File: src/rtl/pll_reset_sequencer.sv
// PLL bring-up sequencer: holds PLL reset, waits for a debounced lock with
// timeout/retry, staggers the clock-buffer enables, then releases sys_rst.
// Any loss of lock after outputs start enabling restarts the whole sequence.
//
//  state     | meaning
//  HOLD      | pll_rst asserted for RST_HOLD cycles
//  WAIT_LOCK | pll_rst released, waiting for synced lock (with timeout)
//  STABLE    | counting consecutive synced-lock cycles
//  ENABLE    | turning on clkout_ce bits one every CE_STAGGER cycles
//  RUN       | all outputs enabled, sys_rst released, ready high
//  FAIL      | retries exhausted, parked until start
module pll_reset_sequencer #(
  parameter int NUM_CLKOUT   = 3,
  parameter int RST_HOLD     = 16,
  parameter int LOCK_TIMEOUT = 1024,
  parameter int LOCK_STABLE  = 64,
  parameter int CE_STAGGER   = 8,
  parameter int MAX_RETRIES  = 3,
  localparam int RW          = $clog2(MAX_RETRIES + 1)
) (
  input  logic                  clk,
  input  logic                  cpu_reset_n,
  input  logic                  start,
  input  logic                  pll_locked,
  output logic                  pll_rst,
  output logic [NUM_CLKOUT-1:0] clkout_ce,
  output logic                  sys_rst,
  output logic                  ready,
  output logic                  fail,
  output logic [RW-1:0]         retry_cnt
);

  localparam int M1   = (RST_HOLD > LOCK_TIMEOUT) ? RST_HOLD : LOCK_TIMEOUT;
  localparam int M2   = (LOCK_STABLE > CE_STAGGER) ? LOCK_STABLE : CE_STAGGER;
  localparam int CMAX = (M1 > M2) ? M1 : M2;
  localparam int CW   = (CMAX > 1) ? $clog2(CMAX) : 1;
  localparam int IW   = (NUM_CLKOUT > 1) ? $clog2(NUM_CLKOUT) : 1;

  typedef enum logic [2:0] {
    HOLD      = 3'd0,
    WAIT_LOCK = 3'd1,
    STABLE    = 3'd2,
    ENABLE    = 3'd3,
    RUN       = 3'd4,
    FAIL      = 3'd5
  } state_t;

  state_t                state_q, state_d;
  logic [CW-1:0]         cnt_q, cnt_d;
  logic [IW-1:0]         idx_q, idx_d;
  logic [RW-1:0]         retry_d;
  logic [NUM_CLKOUT-1:0] ce_d;
  logic                  sync1, lock_s;

  // Two-flop synchroniser for the asynchronous PLL LOCKED signal.
  always_ff @(posedge clk or negedge cpu_reset_n) begin
    if (!cpu_reset_n) begin
      sync1  <= 1'b0;
      lock_s <= 1'b0;
    end else begin
      sync1  <= pll_locked;
      lock_s <= sync1;
    end
  end

  // State, counters and registered outputs; outputs follow the next state.
  always_ff @(posedge clk or negedge cpu_reset_n) begin
    if (!cpu_reset_n) begin
      state_q   <= HOLD;
      cnt_q     <= '0;
      idx_q     <= '0;
      retry_cnt <= '0;
      clkout_ce <= '0;
      pll_rst   <= 1'b1;
      sys_rst   <= 1'b1;
      ready     <= 1'b0;
      fail      <= 1'b0;
    end else begin
      state_q   <= state_d;
      cnt_q     <= cnt_d;
      idx_q     <= idx_d;
      retry_cnt <= retry_d;
      clkout_ce <= ce_d;
      pll_rst   <= (state_d == HOLD) || (state_d == FAIL);
      sys_rst   <= (state_d != RUN);
      ready     <= (state_d == RUN);
      fail      <= (state_d == FAIL);
    end
  end

  // Next-state logic; start overrides everything, lock loss after STABLE restarts.
  always_comb begin
    state_d = state_q;
    cnt_d   = cnt_q;
    idx_d   = idx_q;
    retry_d = retry_cnt;
    ce_d    = clkout_ce;
    if (start) begin
      state_d = HOLD;
      cnt_d   = '0;
      retry_d = '0;
      ce_d    = '0;
    end else begin
      case (state_q)
        HOLD: begin
          if (cnt_q == CW'(RST_HOLD - 1)) begin
            state_d = WAIT_LOCK;
            cnt_d   = '0;
          end else begin
            cnt_d = cnt_q + CW'(1);
          end
        end
        WAIT_LOCK: begin
          if (lock_s) begin
            state_d = STABLE;
            cnt_d   = '0;
          end else if (cnt_q == CW'(LOCK_TIMEOUT - 1)) begin
            cnt_d = '0;
            if (retry_cnt == RW'(MAX_RETRIES)) begin
              state_d = FAIL;
            end else begin
              state_d = HOLD;
              retry_d = retry_cnt + RW'(1);
            end
          end else begin
            cnt_d = cnt_q + CW'(1);
          end
        end
        STABLE: begin
          if (!lock_s) begin
            state_d = WAIT_LOCK;
            cnt_d   = '0;
          end else if (cnt_q == CW'(LOCK_STABLE - 1)) begin
            state_d = ENABLE;
            cnt_d   = '0;
            idx_d   = '0;
            ce_d    = NUM_CLKOUT'(1);
          end else begin
            cnt_d = cnt_q + CW'(1);
          end
        end
        ENABLE: begin
          if (!lock_s) begin
            state_d = HOLD;
            cnt_d   = '0;
            retry_d = '0;
            ce_d    = '0;
          end else if (cnt_q == CW'(CE_STAGGER - 1)) begin
            cnt_d = '0;
            if (idx_q == IW'(NUM_CLKOUT - 1)) begin
              state_d = RUN;
            end else begin
              idx_d = idx_q + IW'(1);
              ce_d  = clkout_ce | (NUM_CLKOUT'(1) << (idx_q + IW'(1)));
            end
          end else begin
            cnt_d = cnt_q + CW'(1);
          end
        end
        RUN: begin
          if (!lock_s) begin
            state_d = HOLD;
            cnt_d   = '0;
            retry_d = '0;
            ce_d    = '0;
          end
        end
        FAIL: begin
          ce_d = '0;
        end
        default: begin
          state_d = HOLD;
          cnt_d   = '0;
          ce_d    = '0;
        end
      endcase
    end
  end

endmodule

File: config.mk
export PLATFORM = sky130hd
export DESIGN_NAME = pll_reset_sequencer
export DESIGN_NICKNAME = d
export VERILOG_FILES = /design/src/rtl/pll_reset_sequencer.sv
export SDC_FILE = /design/constraint.sdc
export NUM_CORES = 1
export LEC_CHECK = 0
export ABC_AREA = 1
export CAP_MARGIN = 15
export CORE_MARGIN = 4
export CORE_UTILIZATION = 45
export DETAILED_ROUTE_END_ITERATION = 7
export PLACE_DENSITY_LB_ADDON = 0.2
export SYNTH_ARGS = -nofsm -noshare
export SYNTH_HDL_FRONTEND = slang
export SYNTH_SLANG_ARGS = --single-unit
File: constraint.sdc
create_clock -name clk -period 4.6 [get_ports clk]
set_input_delay 0.69 -clock clk [delete_from_list [all_inputs] [get_ports clk]]
set_output_delay 0.69 -clock clk [all_outputs]
set_load 0.05 [all_outputs]
After elaboration in Yosys (flattened, before gate mapping)
Cells that the tools add are included.
{"block": "totals", "elab_cells": 100, "output_inout_bits": 9, "ff_bits": 26, "in_bits": 4}
{"block": "op_classes", "n_addsub": 3, "n_bitwise": 2, "n_reduce_logical": 11, "n_eq_ne": 30, "shifts": 1, "mux": 42}
{"cell": "$mux W10", "count": 9}
{"cell": "$pmux W10 S6", "count": 1}
{"cell": "$mux W3", "count": 18}
{"cell": "$ne A3 B3 Y1 const B", "count": 8}
{"cell": "$mux W2", "count": 10}
{"cell": "$pmux W3 S6", "count": 1}
{"cell": "$eq A3 B3 Y1 const B", "count": 4}
{"cell": "$ne A2 B2 Y1 const B", "count": 6}
{"cell": "$pmux W3 S4", "count": 1}
{"cell": "$add A10 B1 Y10 const B", "count": 1}
{"cell": "$eq A10 B10 Y1 const B", "count": 1}
{"cell": "$eq A10 B3 Y1 const B", "count": 1}
{"cell": "$eq A10 B4 Y1 const B", "count": 1}
{"cell": "$eq A10 B6 Y1 const B", "count": 1}
{"cell": "$ne A4 B4 Y1 const B", "count": 2}
{"cell": "$pmux W2 S2", "count": 2}
{"cell": "$reduce_and A7 Y1", "count": 1}
{"cell": "$eq A3 B2 Y1 const B", "count": 2}
{"cell": "$logic_not A3 Y1", "count": 2}
{"cell": "$reduce_and A6 Y1", "count": 1}
{"cell": "$reduce_and A5 Y1", "count": 1}
{"cell": "$add A2 B1 Y2 const B", "count": 2}
{"cell": "$eq A2 B2 Y1 const B", "count": 2}
{"cell": "$reduce_or A2 Y1", "count": 2}
{"cell": "other kinds (9)", "count": 9}

Longest topological paths before layout
Gate-level depths: netlist of run 1.
{"block": "logic_depth", "ltp_word": 8, "mapped_depth": 12, "depth_no_buf": 12}

Worst setup path after synthesis of run 1
Ideal clock, no wire load.
{"block": "synth_timing", "path_type": "reg-to-reg", "from": "register cnt_q[0]", "to": "register cnt_q[2]", "arrival_ns": 1.415, "period_less_slack_ns": 1.492, "required_ns": 4.523, "setup_time_ns": 0.077, "path_slack_ns": 3.108, "stages_incl_launch_ff": 13, "path_buffers": 0, "cell_sequence": "dfrtp_1 -> ha_1 -> nand2_1 -> inv_1 -> nand2_1 -> clkinv_1 -> nand2_1 -> nand2_2 -> nand2_1 -> nand2_1 -> nand3_2 -> nand2_4 -> a21oi_1"}
{"block": "synth_via", "elab_chain_len": 5, "word_cells_on_any_way": 14, "classes_between": "add/sub: 1; eq/ne: 4; mux: 9"}
{"item": "from (decl)", "line": "49", "rtl": "logic [CW-1:0] cnt_q, cnt_d;"}
{"item": "from (signal assigned)", "line": "80", "rtl": "cnt_q <= cnt_d;"}
{"item": "$add A10 B1 Y10, or another cell as far along"}
{"item": "$mux W10, on equally long branches", "line": "148, 117, 133"}
{"item": "$mux W10, on equally long branches", "line": "143, 114, 130"}
{"item": "$pmux W10 S6 (*)", "line": "104", "rtl": "case (state_q)"}
{"item": "$mux W10 (*)", "line": "98", "rtl": "if (start) begin"}
Every way passes the cells marked *; elsewhere a longest branch is shown, timed or not.
A chain may end at the register's enable or synchronous reset.

Worst setup path after layout of run 1
{"block": "layout_timing", "from": "register pll_rst", "to": "output pll_rst"}
{"item": "from (decl)", "line": "25", "rtl": "output logic pll_rst,"}
{"item": "from (signal assigned)", "line": "84", "rtl": "pll_rst <= (state_d == HOLD) || (state_d == FAIL);"}
No word-level cell between the ends.

==> impl_metrics.ini, run 1 <==
[setup_path]
path_max_fanout = 1
timing.rr.start = cnt_q[0]
cp_top_family = buffers and inverters
rrSetupSlack_ps = 2880
worst_path_max_delay_cell = clkdlybuf4s50_1
crit_chain = clkdlybuf4s50_1
path_class = reg -> out
reg2reg_depth = 9
end_kind = output port
crit_buf_inv = 1
r2r_end = pll_rst
arrival_ps = 1590
required_ps = 3910
startpoint_type = flip-flop
critPathMaxStageDelay_ps = 790

[sta]
skew_ps = 1.87
setup_violations = 0
setup-tns-final_ps = 0
finalCriticalPeriod_ps = 2280
max_freq_mhz = 439
tightestPinTransition_ps = 494
setup_slack_ps = 2320
timing.final.crit_share = 0.496
hold_viol_final = 0
final_max_slew_viol_count = 0
relSlewSlack = 0.670
rsz0062_at_grt = false

[yosys]
avgSynthCellArea_um2 = 7.38
syn-num-nets = 245
yosysSeqAreaShare = 0.377
ys_warn_count = 0
synth_area_um2 = 1730
syn-instance-count = 235
synth_cell_type_count = 29
yosys_most_used_dff = dfrtp_1
async_flop_share = 1.00
synth_edf_count = 0
ys_ff_latch = 26

[floorplan]
ioPinCount = 13
fp.coreArea_um2 = 3690
die_x_um = 70.1
dieHeight_um = 70.1
die_area_um2 = 4910
start_util = 0.470
num_rows = 22

[status]
status = completed

[min_path]
whs_endpoint = lock_s
worstHoldStart = sync1
holdPathStages = 0
hold_class = reg -> reg

[clock_network]
post_cts_buffers = 0
hold_buffers = 0
post_cts_resized = 0
clock_latency_ps = 280
clock_sinks = 26
clk_pin_slew_worst_paths_ps = 90
cts_root_buf = clkbuf_8
cts_tree = built
cts_buffers = 3
htreeDepth = 1
cts.path.max_buffers = 2

[power]
combPwrFrac = 0.097
ir_drop_v = 0.000169
power_uw = 495
switchingPower_uw = 119
p_per_area_nw_per_um2 = 251
swShare = 0.241
power_frac_seq = 0.513
p_int_uw = 376
p_clk_frac = 0.389
leakage_uw = 0.000964

[drt]
vias = 1479
vias_per_cell = 4.98
drt_iter0_drc = 78
drt_wl_total_um = 3540
drc_errors = 0
antenna_left = 0
wl_per_cell_um = 11.9
drtPass1Iterations = 4

[finish]
fillCellCount = 378
design_area_um2 = 1970
num_antenna_cells = 0
areaGrowthSynthToFinish_pct = 13.8
drive_gt1_frac = 0.157
nets = 260

[global_routing]
grt_use_total = 0.160
grt_pass1_vias = 1382
grt_pass1_wl_um = 6420
antenna_found_initial = 0
overflow = 0
grt_max_degree = 27

[flow_run]
max_cap_violations = 0

[placement]
pre_cts_ws_ps = 2360
place_congestion = 0.833
dp_hpwl_um = 2650
placed_cell_area_um2 = 1900
io_buffers = 12
[through the flow]
step	util	instances	hold slack [ps]
after floorplan	-	235	331
after global placement	0.516	293	333
after detailed placement	0.516	293	336
after CTS	0.535	297	359
after global routing	0.535	297	382
final	0.535	297	363
[cell usage after synthesis, types with 4 or more instances]
cell type,number,share of area
ha_1,6,0.043
o21ai_1,10,0.029
nand2_1,63,0.14
inv_2,11,0.024
nand4_1,9,0.032
dfrtp_1,24,0.35
a21oi_1,6,0.017
nor2_2,4,0.014
xor2_1,4,0.020
inv_1,24,0.052
nand3_1,21,0.061
nor2_1,21,0.045
[cell families after synthesis]
| family | count (synthesis) | share of synthesized area |
|---|---|---|
| xor+xnor | 4 | 0.0202 |
| buf+inv | 39 | 0.0895 |
| flops | 26 | 0.377 |
| fa+ha+maj | 6 | 0.0433 |
| simple gates | 131 | 0.363 |
| compound gates | 29 | 0.108 |
[layer usage]
| layer | global-route usage | vias to the layer above | share of wire |
|---|---|---|---|
| met2 | 0.242 | 24 | 0.44 |
| met4 | 0.0447 | 0 | 0.015 |
| met3 | 0.0259 | 5 | 0.032 |
| li1 | - | 792 | - |
| met5 | 0 | - | 0 |
| met1 | 0.235 | 658 | 0.51 |
[flip-flops by register name, summed over array words and instances, names as in the netlist]
register and cells:
sys_rst 1, pll_rst 1, sync1 1, fail 1, retry_cnt 2, lock_s 1
clkout_ce 3, state_q 3, cnt_q 10, ready 1, idx_q 2
[worst max path at each step]
stage,from,endpoint,slack (ps),cells past startpoint
finish,pll_rst,pll_rst,2320,1
global route,pll_rst,pll_rst,2270,1
CTS,pll_rst,pll_rst,2310,1
detailed placement,start,idx_q[0],2360,7
global placement,start,idx_q[0],2390,7
floorplan,cnt_q[0],cnt_q[2],3110,12
[cell usage in the layout (no fill, tap or decap)]
cell,synthesis,layout
clkbuf_8,0,3
buf_4,0,1
bufinv_16,0,1
o21ai_1,10,10
o21ai_2,1,1
clkdlybuf4s50_1,0,12
nand2_2,3,3
nand2_1,63,63
nor3_4,1,1
xor2_1,4,4
o21ai_0,2,2
nor2_2,4,4
o31ai_2,1,1
clkinv_1,1,1
nand3_1,21,21
a21oi_1,6,6
o2111ai_1,3,3
nor3_1,1,1
nor2_4,3,3
dfstp_2,2,2
o211ai_1,3,3
ha_1,6,6
a21oi_2,3,3
dfrtp_1,24,24
nand2_4,3,3
nand3_2,2,2
nor2_1,21,21
inv_2,11,11
inv_1,24,24
nand4_1,9,9
[power by group through the flow]
stage	clock network (µW)	registers [µW]	logic, µW
finish	193	254	48.2
floorplan	0	255	35.3
detailed placement	0	258	49.6
global route	211	256	57.7
CTS	199	254	49.6
global placement	0	259	47.4
[final cells by class]
| class | count | area (µm²) | share of cell area |
|---|---|---|---|
| clock inverter | 1 | 30.0 | 0.0152 |
| clock buffer | 3 | 41.3 | 0.0209 |
| inverter | 36 | 135 | 0.0685 |
| multi-input combinational | 170 | 926 | 0.469 |
| timing repair buffer | 13 | 128 | 0.0647 |
| tap | 48 | 60.1 | 0.0304 |
| sequential | 26 | 653 | 0.331 |
No activity file was read; power rests on OpenSTA's default activity.
==> inputs of run 2 (changes only) <==
clock period = 2 ns   (was 4.6 ns; I/O delays follow)
==> impl_metrics.ini, run 2 (synthesized netlist as in run 1, its figures left out) <==
[drt]
vias = 1530
drtPass1Iterations = 5
drc_errors = 0
wl_per_cell_um = 12.1
antenna_left = 0
drt_iter0_drc = 69
drt_wl_total_um = 3630
vias_per_cell = 5.12

[finish]
areaGrowthSynthToFinish_pct = 14.6
largestRegisters = cnt_q (10), clkout_ce (3), state_q (3)
layout.cells.non_filler = 299
final_cell_mix = nand2_1, inv_1, dfrtp_1
largest_register_ffs = 10
drive_gt1_frac = 0.163
final_common_cell = nand2_1
num_antenna_cells = 0
nets = 262
top_register = cnt_q

[global_routing]
met2_usage = 0.254
antenna_found_initial = 0
grt_pass1_vias = 1418
grt_max_degree = 27
grt_use_total = 0.157
overflow = 0
grt_pass1_wl_um = 6360
use_met3 = 0.0259
met1_usage = 0.220
top_usage_layer = met2

[sta]
skew_ps = 6.12
rsz0062_at_grt = false
hold_viol_final = 0
timing.final.crit_share = 0.945
relSlewSlack = 0.665
setup_violations = 0
max_freq_mhz = 529
finalCriticalPeriod_ps = 1890
setup-tns-final_ps = 0
final_max_slew_viol_count = 0
setup_slack_ps = 110
tightestPinTransition_ps = 500

[setup_path]
path_class = reg -> out
worst_path_max_delay_cell = clkdlybuf4s50_1
crit_chain = clkdlybuf4s50_1
path_max_fanout = 1
crit_buf_inv = 1
cp_top_family = buffers and inverters
end_kind = output port
startpoint_type = flip-flop
required_ps = 1700
arrival_ps = 1590
critPathMaxStageDelay_ps = 790

[clock_network]
post_cts_resized = 0
post_cts_buffers = 0
cts_buffers = 3
clock_sinks = 26
htreeDepth = 1
cts_tree = built
clk_pin_slew_worst_paths_ps = 100
clock_latency_ps = 270
cts.path.max_buffers = 2
cts_root_buf = clkbuf_8
hold_buffers = 0

[floorplan]
ioPinCount = 13
die_x_um = 70.1
dieHeight_um = 70.1
fp.coreArea_um2 = 3690
num_rows = 22
start_util = 0.470
die_area_um2 = 4910

[placement]
place_congestion = 0.798
io_buffers = 12
dp_hpwl_um = 2820
dpl.cell_count = 295
pre_cts_ws_ps = 270

[flow_run]
max_cap_violations = 0

[power]
ir_drop_v = 0.000336
p_per_area_nw_per_um2 = 575
power_uw = 1140
leakage_uw = 0.000974

[min_path]
hold_class = in -> async

[status]
status = completed
[run 2: area by class of cell]
class                   count  area (µm²)
flip-flops and latches     26         653
inverters                  36         135
clock inverters             1        30.0
repair buffers             15         143
fillers                   382        1700
multi-input cells         170         926
clock buffers               3        41.3
well taps                  48        60.1
[run 2: path summary, 6_finish.rpt]
| path | startpoint | endpoint | slack (ps) | cells after the start |
|---|---|---|---|---|
| worst max-delay path | sys_rst | sys_rst | 110 | 1 |
| worst min-delay path | cpu_reset_n | idx_q[1] | 380 | 2 |
| worst max register to register | cnt_q[0] | pll_rst | 310 | 9 |
| worst min register to register | sync1 | lock_s | 380 | 0 |
| max in group asynchronous | cpu_reset_n | sys_rst | 1310 | 2 |
| min in group clk | sync1 | lock_s | 380 | 0 |
[run 2: routing by layer]
metal	vias to the layer above	wire length [µm]
met5	-	0
li1	793	-
met3	4	114
met4	0	35
met1	708	1800
met2	25	1670
[run 2: where the power goes]
part | switching (µW) | leakage, µW | internal (µW) | total [µW]
sequential | 29.0 | 0.000343 | 554 | 583
clock | 177 | 0.0000357 | 268 | 445
combinational | 70.1 | 0.000594 | 45.0 | 115
[run 2: through the flow]
step | hold slack, ps | cell area [µm²] | utilization
after global routing | 388 | 1990 | 0.539
after global placement | 332 | 1920 | 0.520
after detailed placement | 361 | 1920 | 0.520
after floorplan | 4.41 | 1730 | -
after CTS | 383 | 1990 | 0.539
final | 377 | 1990 | 0.539
==> patch 1, RTL diff (settings of run 1) <==
Register the output `retry_cnt` once more, without a reset; this adds one clock of latency there. The other outputs are not delayed to match.
--- a/src/rtl/pll_reset_sequencer.sv
+++ b/src/rtl/pll_reset_sequencer.sv
@@ -45,6 +45,8 @@
     FAIL      = 3'd5
   } state_t;
 
+  logic [RW-1:0] retry_cnt_s0;
+
   state_t                state_q, state_d;
   logic [CW-1:0]         cnt_q, cnt_d;
   logic [IW-1:0]         idx_q, idx_d;
@@ -69,7 +71,7 @@
       state_q   <= HOLD;
       cnt_q     <= '0;
       idx_q     <= '0;
-      retry_cnt <= '0;
+      retry_cnt_s0 <= '0;
       clkout_ce <= '0;
       pll_rst   <= 1'b1;
       sys_rst   <= 1'b1;
@@ -79,7 +81,7 @@
       state_q   <= state_d;
       cnt_q     <= cnt_d;
       idx_q     <= idx_d;
-      retry_cnt <= retry_d;
+      retry_cnt_s0 <= retry_d;
       clkout_ce <= ce_d;
       pll_rst   <= (state_d == HOLD) || (state_d == FAIL);
       sys_rst   <= (state_d != RUN);
@@ -93,7 +95,7 @@
     state_d = state_q;
     cnt_d   = cnt_q;
     idx_d   = idx_q;
-    retry_d = retry_cnt;
+    retry_d = retry_cnt_s0;
     ce_d    = clkout_ce;
     if (start) begin
       state_d = HOLD;
@@ -116,11 +118,11 @@
             cnt_d   = '0;
           end else if (cnt_q == CW'(LOCK_TIMEOUT - 1)) begin
             cnt_d = '0;
-            if (retry_cnt == RW'(MAX_RETRIES)) begin
+            if (retry_cnt_s0 == RW'(MAX_RETRIES)) begin
               state_d = FAIL;
             end else begin
               state_d = HOLD;
-              retry_d = retry_cnt + RW'(1);
+              retry_d = retry_cnt_s0 + RW'(1);
             end
           end else begin
             cnt_d = cnt_q + CW'(1);
@@ -177,5 +179,9 @@
     end
   end
 
+  always_ff @(posedge clk) begin
+    retry_cnt <= retry_cnt_s0;
+  end
+
 endmodule
 
Check against the original RTL: same outputs for any inputs over 10 cycles, from zero or initial values and one cycle with cpu_reset_n low; that may be too few to reach the edited logic, so the function may still have changed.
==> patch 1 against run 1 <==
- synthesized area shrank 1.7%
- register-to-register slack is essentially flat
- non-clock buffer count is the same
- routed wire length shrank 4.0%
- setup slack lost 5.5 ps
- hold slack lost 5.5 ps
- count of clock-buffer cells in the layout grew 1
- sequential share of layout area grew 2.7 points
- design area shrank 2.0%
- cell count shrank 4.4%
- clock skew grew 2.0 ps
- sequential cell count grew 2
Power is not compared: it rests on default switching activity, and its combinational part moved more than twofold at a synthesized area within 25%.
==> patch 1: results (changes against run 1) <==
[yosys]
syn-num-nets=231  ; -5.7%
synthTopCellsByCount=nand2_1 (56), dfrtp_1 (24), inv_1 (22), nand3_1 (21), nor2_1 (21)
synthTopCellsByArea=dfrtp_1 (35%), nand2_1 (12%), nand3_1 (6.2%)
syn_inst=221  ; -6.0%
synth_cell_types=33  ; +14%
synth_compound_area_share_pct=10.6  ; -0.10 points
synth-async-reset-ratio_pct=92.9  ; -7.1 points
synth-xor-area-share_pct=2.06  ; +0.036 points
synthAdderAreaFrac_pct=4.41  ; +0.076 points

[status]
status=finished, final reports clean

[finish]
design_area_mm2=0.00193  ; -2.0%
fillers=359  ; -5.0%
drive_above_1_share_pct=16.5  ; +0.86 points
fin_nets=247  ; -5.0%

[setup_path]
r2r_cells=10  ; +1

[route]
wl_per_cell_um=12.0  ; +0.44%
drt_iter0_drc=69  ; -12%
vias_per_cell=4.96  ; -0.44%
drt-total-wl_mm=3.40  ; -4.0%
met1_length_mm=1.73  ; -4.5%
dr_wl_met3_um=125  ; +9.6%

[placement]
gp_congestion=0.881  ; +5.8%
place_inst=280  ; -4.4%
hpwl_mm=2.62  ; -1.1%

[global_route]
grt_pass1_vias=1344  ; -2.7%
met2_usage_pct=24.4  ; +0.13 points
met3_usage_pct=3.77  ; +1.2 points
grt_usage_pct=15.2  ; -0.82 points
grt_pass1_wl_mm=6.14  ; -4.4%
use_met1_pct=21.6  ; -1.9 points

[sta]
whs_ps=357  ; -5.51 ps
fin_worst_skew_ps=3.92  ; +2.05 ps
post-route-period-util_pct=49.7  ; +0.12 points

[clock_network]
cts_setup_buffers=0  ; unchanged

## patch 1: area by class of cell
type                    instances  area share (%)
multi-input cells             160            45.6
flip-flops and latches         28            35.8
well taps                      48            3.10
inverters                      31            6.02
clock buffers                   4            2.85
repair buffers                 13            6.60
## patch 1: logic make-up (layout without fill, tap and decap cells)
family,after synthesis,count (layout)
compound gates,26,26
xor+xnor,4,4
fa+ha+maj,6,6
buf+inv,33,48
flops,28,28
simple gates,124,124
## patch 1: path summary, 6_finish.rpt
path                                  to
worst max register to register  cnt_q[7]
worst min-delay path              lock_s
max in group asynchronous        pll_rst
min in group asynchronous       cnt_q[0]
worst max-delay path             pll_rst
worst min register to register    lock_s
## patch 1: power groups by stage
stage | registers [mW] | logic (mW) | clock network [mW]
global placement | 0.258 | 0.0203 | 0
finish | 0.253 | 0.0199 | 0.150
global route | 0.254 | 0.0229 | 0.169
detailed placement | 0.258 | 0.0205 | 0
floorplan | 0.256 | 0.0113 | 0
CTS | 0.253 | 0.0207 | 0.156
==> patch 2, RTL diff (flow settings as in run 1) <==
Without the edit above. The parameter `NUM_CLKOUT` goes from 3 to 2.
--- a/src/rtl/pll_reset_sequencer.sv
+++ b/src/rtl/pll_reset_sequencer.sv
@@ -10,7 +10,7 @@
 //  RUN       | all outputs enabled, sys_rst released, ready high
 //  FAIL      | retries exhausted, parked until start
 module pll_reset_sequencer #(
-  parameter int NUM_CLKOUT   = 3,
+  parameter int NUM_CLKOUT   = 2,
   parameter int RST_HOLD     = 16,
   parameter int LOCK_TIMEOUT = 1024,
   parameter int LOCK_STABLE  = 64,
Interface: changed (resized clkout_ce); port bits go from 13 to 12. No check against the original RTL was run, so the function may have changed too.
==> patch 2 against run 1 <==
- sequential cell count decreased by 2
- setup slack got worse by 55 ps
- synthesized area fell by 11%
- via count fell by 3.7%
- routed wire length decreased by 3.7%
- design area shrank 10%
- register-to-register slack lost 90 ps
Power is not compared: it rests on default switching activity, and its combinational part moved more than twofold at a synthesized area within 25%.
==> patch 2: results (changes against run 1) <==
[clock_network]
cts_setup_buffers=0  ; unchanged
cts_buffers=3  ; unchanged
cts.clk_slew.worst_paths_ps=130  ; +40 ps
cts_resized=0  ; unchanged
cts_max_level=1  ; unchanged
cts-root-buf=clkbuf_4
clock_latency_ps=330  ; +50 ps
cts_buffer_depth=2  ; unchanged

[setup_path]
critical_path.top_delay_family=buffers and inverters
reg2reg_from=cnt_q[0]
r2r-end=retry_cnt[1]
path_max_fanout=1  ; unchanged
cp_slowest_stage_delay_ps=790  ; about the same
slowest_stage=clkdlybuf4s50_1
arrival_ps=1640  ; +50 ps
r2r_setup_slack_ps=2790  ; -90 ps
r2r_cells=10  ; +1

[sta]
fin_worst_skew_ps=15.0  ; +13.1 ps
whs_ps=374  ; +10.8 ps
slew_headroom_pct=55.7  ; -11 points

[global_route]
antenna_found_initial=0  ; unchanged
grt_pass1_vias=1368  ; -1.0%
grt_max_degree=25  ; -7.4%
grt_pass1_wl_mm=6.13  ; -4.5%
grt_usage_pct=18.0  ; +2.0 points

[finish]
largestRegisters=cnt_q x10, state_q x3
diodes=0  ; unchanged
drive_above_1_share_pct=13.8  ; -1.9 points
fin_nets=246  ; -5.4%

[hold_path]
worstHoldStart=sync1
whs_endpoint=lock_s
hold-path-cell-count=0  ; unchanged
min_path_type=flop to flop

[placement]
place_area_mm2=0.00172  ; -9.6%
io_buffers=11  ; -1
hpwl_mm=2.62  ; -1.3%
gp_congestion=0.902  ; +8.3%

[yosys]
synthTopCellsByCount=nand2_1 (64), inv_1 (27), nor2_1 (23), dfrtp_1 (22), nand3_1 (18)
synth_seq_area_share_pct=38.9  ; +1.3 points
syn-num-nets=230  ; -6.1%
yosys_warnings=0  ; unchanged
synthTopCellsByArea=dfrtp_1 (36%), nand2_1 (16%), inv_1 (6.5%)
synth-async-reset-ratio_pct=100  ; unchanged
synth_cell_types=26  ; -10%
synthFlopType=dfrtp_1

[status]
status=finished, final reports clean

[route]
drt_iter0_drc=103  ; +32%
drt-total-wl_mm=3.41  ; -3.7%
vias_per_cell=5.00  ; +0.41%
drt-pass1-iter-count=4  ; unchanged

[pwr]
internal-power_mw=0.309
vdd.ir_drop.worst_mv=0.165
p_leak_nw=0.899

## patch 2: layer usage
| metal | GRT usage (%) | vias up | share of wire (%) |
|---|---|---|---|
| li1 | - | 741 | - |
| met1 | 26.1 | 652 | 51 |
| met2 | 27.5 | 28 | 43 |
| met3 | 3.88 | 4 | 4.5 |
| met4 | 3.81 | 0 | 0.85 |
| met5 | 0 | - | 0 |
## patch 2: worst max-delay path by stage
stage	to	slack [ps]	start	cells after the start
2_1_floorplan	cnt_q[3]	3030	start	6
3_3_place_gp	cnt_q[3]	2260	start	7
3_5_place_dp	cnt_q[3]	2210	start	7
4_1_cts	sys_rst	2240	sys_rst	1
5_1_grt	sys_rst	2190	sys_rst	1
6_report	sys_rst	2270	sys_rst	1
## patch 2: cell type report
cell class              instances  area, µm²
clock buffers                   3       22.5
inverters                      36        135
repair buffers                 12        118
fillers                       328       1570
multi-input cells             163        806
well taps                      46       57.6
clock inverters                 1       30.0
flip-flops and latches         24        603
## patch 2: through the flow
step / power, mW / worst slack, ps / std cells
6_report: 0.394 / 2270 / 285
5_1_grt: 0.410 / 2190 / 285
4_1_cts: 0.399 / 2240 / 285
3_5_place_dp: 0.243 / 2210 / 281
3_3_place_gp: 0.242 / 2260 / 281
2_1_floorplan: 0.231 / 3030 / 224
## patch 2: logic make-up (layout without fill, tap and decap cells)
| group | count (synthesis) | count (layout) | synth area share [%] |
|---|---|---|---|
| compound gates | 28 | 28 | 9.85 |
| xor+xnor | 2 | 2 | 1.13 |
| fa+ha+maj | 2 | 2 | 1.62 |
| buf+inv | 37 | 52 | 9.05 |
| flops | 24 | 24 | 38.9 |
| simple gates | 131 | 131 | 39.4 |
## patch 2: power by group through the flow
stage               Combinational, mW  Sequential [mW]  Clock [mW]
floorplan                      0.0100            0.221           0
global placement               0.0203            0.222           0
detailed placement             0.0207            0.222           0
CTS                            0.0207            0.218       0.160
global route                   0.0233            0.219       0.168
finish                         0.0202            0.218       0.156
